<file path="config.mk">
export PLATFORM = sky130hd
export DESIGN_NAME = wb_arbiter
export DESIGN_NICKNAME = d
export VERILOG_FILES = /design/src/rtl/wb_arbiter.sv
export SDC_FILE = /design/constraint.sdc
export NUM_CORES = 1
export LEC_CHECK = 0
export BUFFER_PORTS_ARGS = -buffer_cell sky130_fd_sc_hd__buf_2
export CAP_MARGIN = 20
export CORE_AREA = 2 2 185 187
export DETAILED_ROUTE_END_ITERATION = 10
export DIE_AREA = 0 0 187 189
export GPL_TIMING_DRIVEN = 0
export PLACE_DENSITY = 0.62
export SETUP_SLACK_MARGIN = 0.3
export SLEW_MARGIN = 10
export SYNTH_ARGS = -nofsm -noshare
export SYNTH_HDL_FRONTEND = slang
export SYNTH_SLANG_ARGS = --single-unit
</file>
<file path="constraint.sdc">
create_clock -name clk -period 4.5 [get_ports clk]
set_clock_uncertainty 0.1 [all_clocks]
set_input_delay 0.225 -clock clk [delete_from_list [all_inputs] [get_ports clk]]
set_output_delay 0.225 -clock clk [all_outputs]
set_load 0.005 [all_outputs]
</file>
<file path="src/rtl/wb_arbiter.sv">
// wb_arbiter: register-file write-back arbiter; integer results always win, FP results queue in a FIFO
// and drain into free cycles, with a starvation hold request towards the integer pipeline.
module wb_arbiter #(
  parameter int DEPTH        = 4,
  parameter int STARVE_LIMIT = 8
) (
  input  logic                     clk,
  input  logic                     rst_n,
  input  logic                     int_valid,
  input  logic [4:0]               int_reg,
  input  logic [31:0]              int_data,
  input  logic                     fp_valid,
  output logic                     fp_ready,
  input  logic [4:0]               fp_reg,
  input  logic                     fp_double,
  input  logic [31:0]              fp_data_lo,
  input  logic [31:0]              fp_data_hi,
  output logic                     wb_regWrite,
  output logic [4:0]               wb_writeReg,
  output logic [31:0]              wb_writeData,
  output logic                     wb_regWritef,
  output logic                     wb_regDWritef,
  output logic [4:0]               wb_writeRegf,
  output logic [31:0]              wb_writeData1f,
  output logic [31:0]              wb_writeData2f,
  output logic                     int_hold,
  output logic [$clog2(DEPTH):0]   fifo_count,
  output logic                     proto_err
);
  localparam int AW = $clog2(DEPTH);
  localparam int WW = $clog2(STARVE_LIMIT + 1);

  typedef struct packed {
    logic [4:0]  r;
    logic        d;
    logic [31:0] lo;
    logic [31:0] hi;
  } ent_t;

  ent_t          mem [DEPTH];
  ent_t          head;
  logic [AW-1:0] wr_q, rd_q;
  logic [AW:0]   cnt_q, cnt_d;
  logic [WW-1:0] wait_q, wait_d;
  logic          hold_q, hold_d, perr_q;
  logic          rw_q, rwf_q, rdwf_q;
  logic [4:0]    wreg_q, wregf_q;
  logic [31:0]   wdat_q, d1_q, d2_q;
  logic          int_win, pop, push, drop;

  assign head     = mem[rd_q];
  assign fp_ready = cnt_q != (AW+1)'(DEPTH);
  // register 0 is hardwired; a double to 31 would spill past the file
  assign drop     = fp_reg == 5'd0 || (fp_double && fp_reg == 5'd31);
  assign push     = fp_valid && fp_ready && !drop;
  assign int_win  = int_valid && int_reg != 5'd0;
  assign pop      = !int_win && cnt_q != '0;

  always_comb begin
    cnt_d  = cnt_q + (AW+1)'(push) - (AW+1)'(pop);
    wait_d = (pop || cnt_q == '0) ? '0 : (wait_q == WW'(STARVE_LIMIT) ? wait_q : wait_q + WW'(1));
    hold_d = pop ? 1'b0 : (wait_q == WW'(STARVE_LIMIT) ? 1'b1 : hold_q);
  end

  always_ff @(posedge clk)
    if (push) mem[wr_q] <= '{r: fp_reg, d: fp_double, lo: fp_data_lo, hi: fp_data_hi};

  always_ff @(posedge clk or negedge rst_n)
    if (!rst_n) begin
      wr_q    <= '0;
      rd_q    <= '0;
      cnt_q   <= '0;
      wait_q  <= '0;
      hold_q  <= 1'b0;
      perr_q  <= 1'b0;
      rw_q    <= 1'b0;
      rwf_q   <= 1'b0;
      rdwf_q  <= 1'b0;
      wreg_q  <= '0;
      wregf_q <= '0;
      wdat_q  <= '0;
      d1_q    <= '0;
      d2_q    <= '0;
    end else begin
      wr_q   <= push ? wr_q + AW'(1) : wr_q;
      rd_q   <= pop ? rd_q + AW'(1) : rd_q;
      cnt_q  <= cnt_d;
      wait_q <= wait_d;
      hold_q <= hold_d;
      perr_q <= perr_q || (int_win && hold_q);
      rw_q   <= int_win;
      rwf_q  <= pop && !head.d;
      rdwf_q <= pop && head.d;
      if (int_win) begin
        wreg_q <= int_reg;
        wdat_q <= int_data;
      end else if (pop && !head.d) wreg_q <= head.r;
      if (pop) begin
        wregf_q <= head.r;
        d1_q    <= head.lo;
        if (head.d) d2_q <= head.hi;
      end
    end

  assign wb_regWrite    = rw_q;
  assign wb_writeReg    = wreg_q;
  assign wb_writeData   = wdat_q;
  assign wb_regWritef   = rwf_q;
  assign wb_regDWritef  = rdwf_q;
  assign wb_writeRegf   = wregf_q;
  assign wb_writeData1f = d1_q;
  assign wb_writeData2f = d2_q;
  assign int_hold       = hold_q;
  assign fifo_count     = cnt_q;
  assign proto_err      = perr_q;
endmodule

</file>
Word-level counts from Yosys, hierarchy flattened

Memories as Yosys holds them, arrays and structs flattened.
Cells that the tools add are included.

Reductions and logical operators: 21
Add/subtract/negate cells: 5
Eq/ne operators: 4
Multiplexer cells: 8

Operators by type and width:

| kind                                                           | count |
|---|---|
| 5-bit 2-to-1 mux                                               | 2 |
| 1-bit logical AND                                              | 8 |
| 4-bit 2-to-1 mux                                               | 2 |
| 5-bit equality test (second input constant)                    | 1 |
| 5-bit logical NOT                                              | 1 |
| 5-bit nonzero test                                             | 1 |
| 2-bit by 1-bit adder with 2-bit output (second input constant) | 2 |
| 4-bit by 1-bit adder with 4-bit output (second input constant) | 1 |
| 4-bit equality test (second input constant)                    | 1 |
| 1-bit 2-to-1 mux                                               | 4 |
| 2-bit nonzero test                                             | 2 |
| 3-bit by 1-bit adder with 3-bit output                         | 1 |
| 1-bit logical NOT                                              | 3 |
| 3-bit logical NOT                                              | 1 |
| 1-bit logical OR                                               | 3 |
| 3-bit != test (second input constant)                          | 1 |
| 3-bit nonzero test                                             | 1 |
| 3-bit by 1-bit subtractor with 3-bit output                    | 1 |
| 2-bit != test (second input constant)                          | 1 |
| 2-bit AND reduction                                            | 1 |

Word-level logic and storage cells: 53
Bits in writable memories: 280
Memories kept: 1
Input bits: 111
Register bits: 122

Memory list:

| name | words | bits a word | rd ports | clocked after Yosys merged registers in | write ports | line | text |
|---|---|---|---|---|---|---|---|
| mem  | 4     | 70          | 1        | 0                                       | 1           | 40   | `ent_t mem [DEPTH];` |

Longest topological paths before layout

Gate-level depths: netlist (run 1).

Word-level depth: 7
Gate-level depth with buffers: 12
Gate-level depth less buffers: 11

Worst setup path before layout (run 1)

No wires, ideal clock.

Path kind: flip-flop to flip-flop
Start point: register cnt_q[2] (netlist: fifo_count[2])
End point: memory mem[0][0] in the netlist's numbering, enable pin
Library setup time: 0.436 ns
Data required time: 3.964 ns
Slack: 1.230 ns
Stages on the path, launching flop included: 5
Path buffers: 0
Arrival: 2.735 ns
Path through: dfrtp_1 or3b_2 o211ai_1 a21oi_1 and2_1

Cells in the longest elaborated chain, start to end: 5

RTL lines:

| item                                   | line | text |
|---|---|---|
| from (decl)                            | 43   | `logic [AW:0] cnt_q, cnt_d;` |
| from (signal assigned)                 | 87   | `cnt_q <= cnt_d;` |
| 3-bit != test                          | 52   | `assign fp_ready = cnt_q != (AW+1)'(DEPTH);` |
| via fp_ready                           | 13   | `output logic fp_ready,` |
| 1-bit logical AND (2 in a row)         | 55   | `assign push = fp_valid && fp_ready && !drop;` |
| 1-bit 2-to-1 mux                       | 66   | `if (push) mem[wr_q] <= '{r: fp_reg, d: fp_double, lo: fp_data_lo, hi: fp_data_hi};` |
| 1-bit 2-to-1 mux (not written as such) | 66   |  |
| to (decl)                              | 40   |  |

The timed path passes the listed nets, and every way through them passes these cells.

Worst setup path in the final report (run 1)

Start point: input int_reg[1]
End point: register cnt_q[2] (netlist: fifo_count[2])

Cells in the longest elaborated chain, start to end: 5

RTL lines:

| item                                        | line | text |
|---|---|---|
| from (decl)                                 | 10   | `input logic [4:0] int_reg,` |
| 5-bit nonzero test                          | 56   | `assign int_win = int_valid && int_reg != 5'd0;` |
| 1-bit logical AND                           | 56   |  |
| 1-bit logical NOT                           | 57   | `assign pop = !int_win && cnt_q != '0;` |
| 1-bit logical AND                           | 57   |  |
| via pop                                     | 49   | `logic int_win, pop, push, drop;` |
| 3-bit by 1-bit subtractor with 3-bit output | 60   | `cnt_d = cnt_q + (AW+1)'(push) - (AW+1)'(pop);` |
| via cnt_d[2]                                | 43   |  |

The timed path passes the listed nets, and every way through them passes these cells.
A chain may end at the register's enable or synchronous reset.

==> impl_metrics.toml, run 1 <==
[status]
status = "finished clean"

[logic_synthesis]
synth_cells = 742
synth_cell_types = 33
ys_seq_area_share_pct = 77.16
yosys_register_bits = 402
synthesis.nets = 862
ys_warn_count = 0
syn-cell-area_sq_um = 14850
avgSynthCellArea_sq_um = 20.02

[clocking]
clock_latency_ns = 0.52
htree_num_levels = 2
post_cts_resized = 0
numCtsBuffers = 43
cts.sinks = 402
clkSlewWorstSetupHoldPaths_ns = 0.06
clockBufferDepth = 3
clockRootBuffer = "clkbuf_16"
cts_tree = "built"

[pwr]
power_leakage_nw = 7.446
ir_worst_vdd_v = 0.0003967
powerDensity_nw_per_um2 = 612.6

[grt]
grt.total_usage_pct = 17.93
use_met2_pct = 29.84
grt.met3_usage_pct = 4.801
overflow = 0
antenna_found_initial = 1
grt_first_pass_wirelength_mm = 48.95
grt_busiest_layer = "met2"
first_global_vias = 8617
grtUsageMet1_pct = 23.65
grt_max_degree = 69

[route]
wl_mm = 31.15
vias = 8065
vias_per_cell = 4.994
drc = 0
firstDrtPassIters = 4
drt_iter0_drc = 375
post_drt_wl_per_cell_microns = 19.29
ant_nets = 0

[place]
dp_cells = 1420
gp_congestion = 0.8305
post-dp-hpwl_mm = 19.10
dpl-instance-area_sq_um = 16690
port_buffers = 225

[timing]
max_freq_mhz = 317.0
timing.slew.headroom_pct = 37.33
drv_slew = 0
setup_viol = 0
period_needed_ns = 3.154
worst_slew_pin_slew_ns = 0.9400
finalHoldViolations = 0
period_share_pct = 70.09
rsz0062_at_grt = "false"

[critical_path]
crit_path_max_incr_delay_ns = 0.54
cp-startpoint = "int_reg[1]"
worstPathMaxFanout = 10
rrSetupSlack_ns = 1.74
cp_top_family = "buffers and inverters"
start_kind = "input pin"
crit_type = "in -> reg"
worstPathArrival_ns = 3.46
crit_slowest_cell = "dlygate4sd3_1"
crit_buf_inv = 6
reg2reg_from = "fifo_count[2]"
cp_cell_sequence = "dlygate4sd3_1, buf_2, or4_4, o21ai_4, inv_2, nor2_2, buf_4, ha_1, inv_1, ha_1, inv_1, fa_1, xnor2_1, xnor2_1"
end_kind = "register"
cp_data_required_time_ns = 4.81
r2r-end = "fifo_count[2]"
r2r_cells = 11

[finish]
instances_no_fill = 1615
syn_to_final_growth_pct = 29.26
drive_gt1_share_pct = 38.28
nNetsFinal = 1252
fill_cells = 2559
regArea_sq_um = 11460
multi_input_area_sq_um = 3209
design_area_sq_um = 19200
fin_util_pct = 57.69
final_common_cell = "edfxtp_1"
layout_common_cells = "280 x edfxtp_1, 226 x buf_2, 122 x dfrtp_1, 115 x dlygate4sd3_1, 104 x nand2_1"

[die]
num_rows = 67
chipWidth_microns = 187
ios = 226
dieArea_sq_um = 35340
initial_utilization_pct = 44.63
die_y_microns = 189
coreArea_sq_um = 33280

[worst_hold_path]
hold_class = "in -> reg"
hold_path_end = "rd_q[1]"
min_from = "int_valid"
whs_path_depth = 4

[run]
max_cap_violations = 0
flip-flops by register name (all words and copies together), names as in the netlist:
signal / count
rd_q: 2
wr_q: 2
wb_writeReg: 5
int_hold: 1
wb_regWrite: 1
wb_writeData: 32
fifo_count: 3
wb_regDWritef: 1
mem: 280
wb_writeRegf: 5
proto_err: 1
wait_q: 4
wb_writeData1f: 32
wb_writeData2f: 32
wb_regWritef: 1
area by class of cell:
cell class | instances | area share (%)
Sequential cell | 402 | 59.69
Multi-Input combinational cell | 300 | 16.71
Timing Repair Buffer | 345 | 12.61
Clock buffer | 58 | 6.275
Tap cell | 448 | 2.919
Buffer | 31 | 0.8341
Clock inverter | 20 | 0.7559
Inverter | 9 | 0.1759
Antenna cell | 2 | 0.02607
synthesized netlist by cell type:
| cell | instances | share of area (%) |
|---|---|---|
| and2_1 | 4 | 0.17 |
| o211ai_1 | 1 | 0.051 |
| mux4_2 | 70 | 11 |
| nand3_1 | 2 | 0.067 |
| clkbuf_1 | 17 | 0.43 |
| nor2_1 | 7 | 0.18 |
| o21ai_4 | 1 | 0.11 |
| fa_1 | 1 | 0.13 |
| and3_1 | 1 | 0.042 |
| o21ai_0 | 5 | 0.17 |
| inv_2 | 1 | 0.025 |
| or3_1 | 1 | 0.042 |
| nand2_1 | 104 | 2.6 |
| nor3_1 | 4 | 0.13 |
| or3b_2 | 1 | 0.059 |
| buf_6 | 3 | 0.23 |
| mux2i_1 | 6 | 0.40 |
| xnor2_1 | 6 | 0.35 |
| mux2_1 | 5 | 0.38 |
| a21oi_1 | 1 | 0.034 |
| buf_1 | 4 | 0.10 |
| buf_4 | 5 | 0.25 |
| nand4_1 | 1 | 0.042 |
| xor2_1 | 2 | 0.12 |
| nor2_2 | 2 | 0.084 |
| dfrtp_1 | 122 | 21 |
| or4_4 | 1 | 0.076 |
| mux2_2 | 65 | 4.9 |
| inv_1 | 8 | 0.20 |
| ha_1 | 8 | 0.67 |
| buf_2 | 2 | 0.067 |
| a21o_1 | 1 | 0.051 |
| edfxtp_1 | 280 | 57 |
report_power, final:
| part | internal [mW] | switching, mW |
|---|---|---|
| registers | 4.94 | 0.324 |
| logic | 1.63 | 1.52 |
| clock network | 1.99 | 1.35 |
| total | 8.56 | 3.20 |
worst reg2reg max path, cell delays in order, from the launching register on:
cell	delay, ns
dfrtp_1	0.43
or3b_2	0.27
o211ai_1	0.09
a21oi_1	0.46
inv_1	0.13
ha_1	0.29
inv_1	0.06
ha_1	0.13
inv_1	0.05
fa_1	0.37
xnor2_1	0.14
xnor2_1	0.12
worst max-delay path by stage:
stage / to / slack [ns] / cells after the start
finish: fifo_count[2] / 1.35 / 14
global route: fifo_count[2] / 1.16 / 14
CTS: fifo_count[2] / 1.31 / 14
detailed placement: fifo_count[2] / 1.32 / 13
global placement: mem[0][25] / -0.47 / 4
floorplan: mem[0][0] / 1.23 / 4
per-layer routing:
layer  routed length [microns]  vias up  part of all wire [%]
met1                     13320     4122                    43
met2                     15110      249                    49
met3                      2163       52                   6.9
li1                          -     3642                     -
met4                       560        0                   1.8
met5                         0        -                     0
kinds of logic (layout without fill, tap and decap cells):
group,count (synthesis),in the layout,synth area share [%]
flip-flops,402,402,77.16
multiplexers,146,146,16.32
AND/OR/NAND/NOR,128,128,3.521
buffers and inverters,40,463,1.306
adder cells (fa/ha/maj),9,9,0.8087
AO/OA/AOI/OAI,9,9,0.4127
XOR/XNOR,8,8,0.4717
other,0,2,0
metrics by stage:
step | hold WS, ns | setup TNS (ns) | power, mW | setup WS (ns)
4_1_cts | 0.06313 | 0 | 11.96 | 1.308
3_5_place_dp | 0.1808 | 0 | 8.525 | 1.317
3_3_place_gp | 0.3178 | -122.54 | 8.442 | -0.4740
5_1_grt | 0.1084 | 0 | 12.41 | 1.163
6_report | 0.08598 | 0 | 11.76 | 1.346
2_1_floorplan | -0.1706 | 0 | 7.263 | 1.230
timing repair:
action | CTS | global route
buffers inserted | 0 | 0
endpoints found under the hold margin | 371 | 0
hold buffers | 115 | 0
endpoints found under the setup margin | 0 | 0
No activity file was read; power rests on OpenSTA's default activity.
==> run 2: changes to the inputs <==
Settings changed: ABC_AREA set to 1, CORE_AREA 2 2 185 187 to 2 2 188 190, DIE_AREA 0 0 187 189 to 0 0 190 192.
Clock period 4.5 ns to 2.94 ns, I/O delays scaled along.
==> run 2 against run 1 <==
Synthesized cell count increased by 71%. Register-to-register slack worse by 1.3 ns. Clock power increased by 67%. Setup slack worse by 0.95 ns. Worst hold slack lost 0.0079 ns. Clock-buffer cell count is the same. Sequential cell count stayed put. First-iteration DRC count is 90% higher. Design area is 4.4% higher. Critical path depth down 2.
==> impl_metrics.toml, run 2 <==
[status]
status = "finished clean"

[finish]
nNetsFinal = 1788
final_common_cell = "nand2_1"
largest_reg_flops = 280
instances_no_fill = 2158
fin_util_pct = 58.46
largest_register = "mem"
layout_common_cells = "364 x nand2_1, 280 x edfxtp_1, 248 x buf_2, 136 x nor2_1, 120 x dfrtp_1"
syn_to_final_growth_pct = 30.36
design_area_sq_um = 20050
drive_gt1_share_pct = 21.80

[logic_synthesis]
synth.top_cells.by_count = "364 x nand2_1, 280 x edfxtp_1, 140 x nor2_1"
yosysTopAreaCellShare_pct = 54.68
synth_area_leaders = "edfxtp_1 55%, dfrtp_1 20%, nand2_1 8.9%, o21ai_0 3.8%, nor2_1 3.4%"
postSynth.asyncResetShare_pct = 30.35
avgSynthCellArea_sq_um = 12.10
synth_edf_count = 280
synth_top_flop_cell = "edfxtp_1"
synth_cells = 1271
ys_seq_area_share_pct = 74.53
yosys_register_bits = 402
synthesis.nets = 1391
yosys.area.top_type = "edfxtp_1"
synth_cell_types = 29
syn-cell-area_sq_um = 15380
ys_warn_count = 0
synth_most_common_cell = "nand2_1"

[critical_path]
crit_path_max_incr_delay_ns = 0.43
crit_type = "reg -> reg"
crit_slowest_cell = "dfrtp_2"
start_kind = "register"
crit_top_cell = "inv_1"
cp_cell_sequence = "nor3_4, inv_2, nand2_2, inv_1, buf_4, ha_1, inv_1, ha_1, inv_1, fa_2, xnor2_2, xor2_1"
cp_data_required_time_ns = 3.26
worstPathMaxFanout = 10
end_kind = "register"
worstPathArrival_ns = 2.86

[die]
die_y_microns = 192
num_rows = 68
coreArea_sq_um = 34290
ios = 226
chipWidth_microns = 190
initial_utilization_pct = 44.85
dieArea_sq_um = 36480

[clocking]
numCtsBuffers = 43
htree_num_levels = 2
clock_latency_ns = 0.54
cts.sinks = 402
cts_tree = "built"
clkSlewWorstSetupHoldPaths_ns = 0.06
clockBufferDepth = 3
clockRootBuffer = "clkbuf_16"

[worst_hold_path]
hold_class = "in -> reg"

[place]
port_buffers = 225
dp_cells = 1963
dpl-instance-area_sq_um = 17370
gp_congestion = 0.7954
post-place-ws_ns = 0.1080
post-dp-hpwl_mm = 24.27

[timing]
holdWs_ns = 0.07809
worst_slack_ns = 0.3954
worst_slew_pin_slew_ns = 0.8406
rsz0062_at_grt = "true"
tns_ns = 0
period_needed_ns = 2.545
setup_viol = 0
max_freq_mhz = 393.0
finalHoldViolations = 0
drv_slew = 0
period_share_pct = 86.55
timing.slew.headroom_pct = 43.83

[grt]
first_global_vias = 10930
grtUsageMet1_pct = 27.89
overflow = 0
grt_busiest_layer = "met2"
grt_max_degree = 74
antenna_found_initial = 1
grt_first_pass_wirelength_mm = 58.70
grt.met3_usage_pct = 3.691
use_met2_pct = 35.12
grt.total_usage_pct = 20.91

[route]
drc = 0
drt_iter0_drc = 713
firstDrtPassIters = 5
vias_per_cell = 4.952
post_drt_wl_per_cell_microns = 17.62
vias = 10690
ant_nets = 0
wl_mm = 38.03

[pwr]
powerDensity_nw_per_um2 = 974.9
power_leakage_nw = 8.446
p_total_mw = 19.54
ir_worst_vdd_v = 0.0005202

[run]
max_cap_violations = 0
-- run 2: cell types whose count changed in the layout (fill, tap and decap cells not counted), moves of 7 or more --
cell	change
nand2_1	+260
nor2_1	+129
o21ai_0	+113
mux4_2	-70
mux2_2	-65
o22ai_1	+64
inv_1	+28
nand3_1	+25
buf_2	+22
o21ai_1	+13
buf_12	+9
buf_6	+7
-- run 2: routing by layer --
metal / part of all wire [%] / routed length [microns]
met5: 0 / 0
met4: 2.2 / 840
met3: 6.6 / 2495
met2: 47 / 18020
met1: 44 / 16680
-- run 2: path summary, 6_finish.rpt --
path | depth (start not counted) | from | slack (ns) | to
hold / removal | 5 | int_valid | 0.08 | wb_writeData2f[31]
setup / recovery | 12 | fifo_count[2] | 0.40 | fifo_count[2]
setup reg to reg | 12 | fifo_count[2] | 0.40 | fifo_count[2]
min in group asynchronous | 2 | rst_n | 0.14 | wb_writeData1f[30]
max in group asynchronous | 3 | rst_n | 1.85 | fifo_count[2]
hold reg to reg | 2 | wb_writeData1f[20] | 0.37 | wb_writeData1f[20]
-- run 2: layout make-up --
type	count	area, sq um
flip-flops and latches	402	11460
plain buffers	68	387.9
repair buffers	352	2544
fillers	2772	14240
clock buffers	58	1246
multi-input cells	760	3441
well taps	455	569.3
clock inverters	21	237.7
diodes	1	2.502
inverters	41	153.9
-- run 2: logic make-up after synthesis --
family / synth area share [%]
flip-flops: 74.53
AO/OA/AOI/OAI: 6.981
adder cells (fa/ha/maj): 0.7812
XOR/XNOR: 0.2848
buffers and inverters: 3.507
AND/OR/NAND/NOR: 13.91
-- run 2: what timing repair did --
| item | CTS | global route |
|---|---|---|
| resized for setup | 7 | 3 |
| cloned | 0 | 0 |
| pin swaps | 1 | 0 |
| hold buffers | 114 | 0 |
| setup endpoints to repair | 70 | 51 |
| endpoints found under the hold margin | 390 | 0 |
| buffers inserted | 0 | 1 |
-- run 2: critical path: cells and delay by family, from the launching register on --
| family | cells | cell delay, ns |
|---|---|---|
| xor+xnor | 2 | 0.28 |
| fa+ha+maj | 3 | 0.76 |
| simple gates | 2 | 0.33 |
| buf+inv | 5 | 0.51 |
| flops | 1 | 0.43 |
-- run 2: power breakdown --
group | internal (mW) | switching, mW
sequential | 7.51 | 0.502
clock | 3.41 | 2.16
combinational | 2.14 | 3.82
total | 13.1 | 6.48
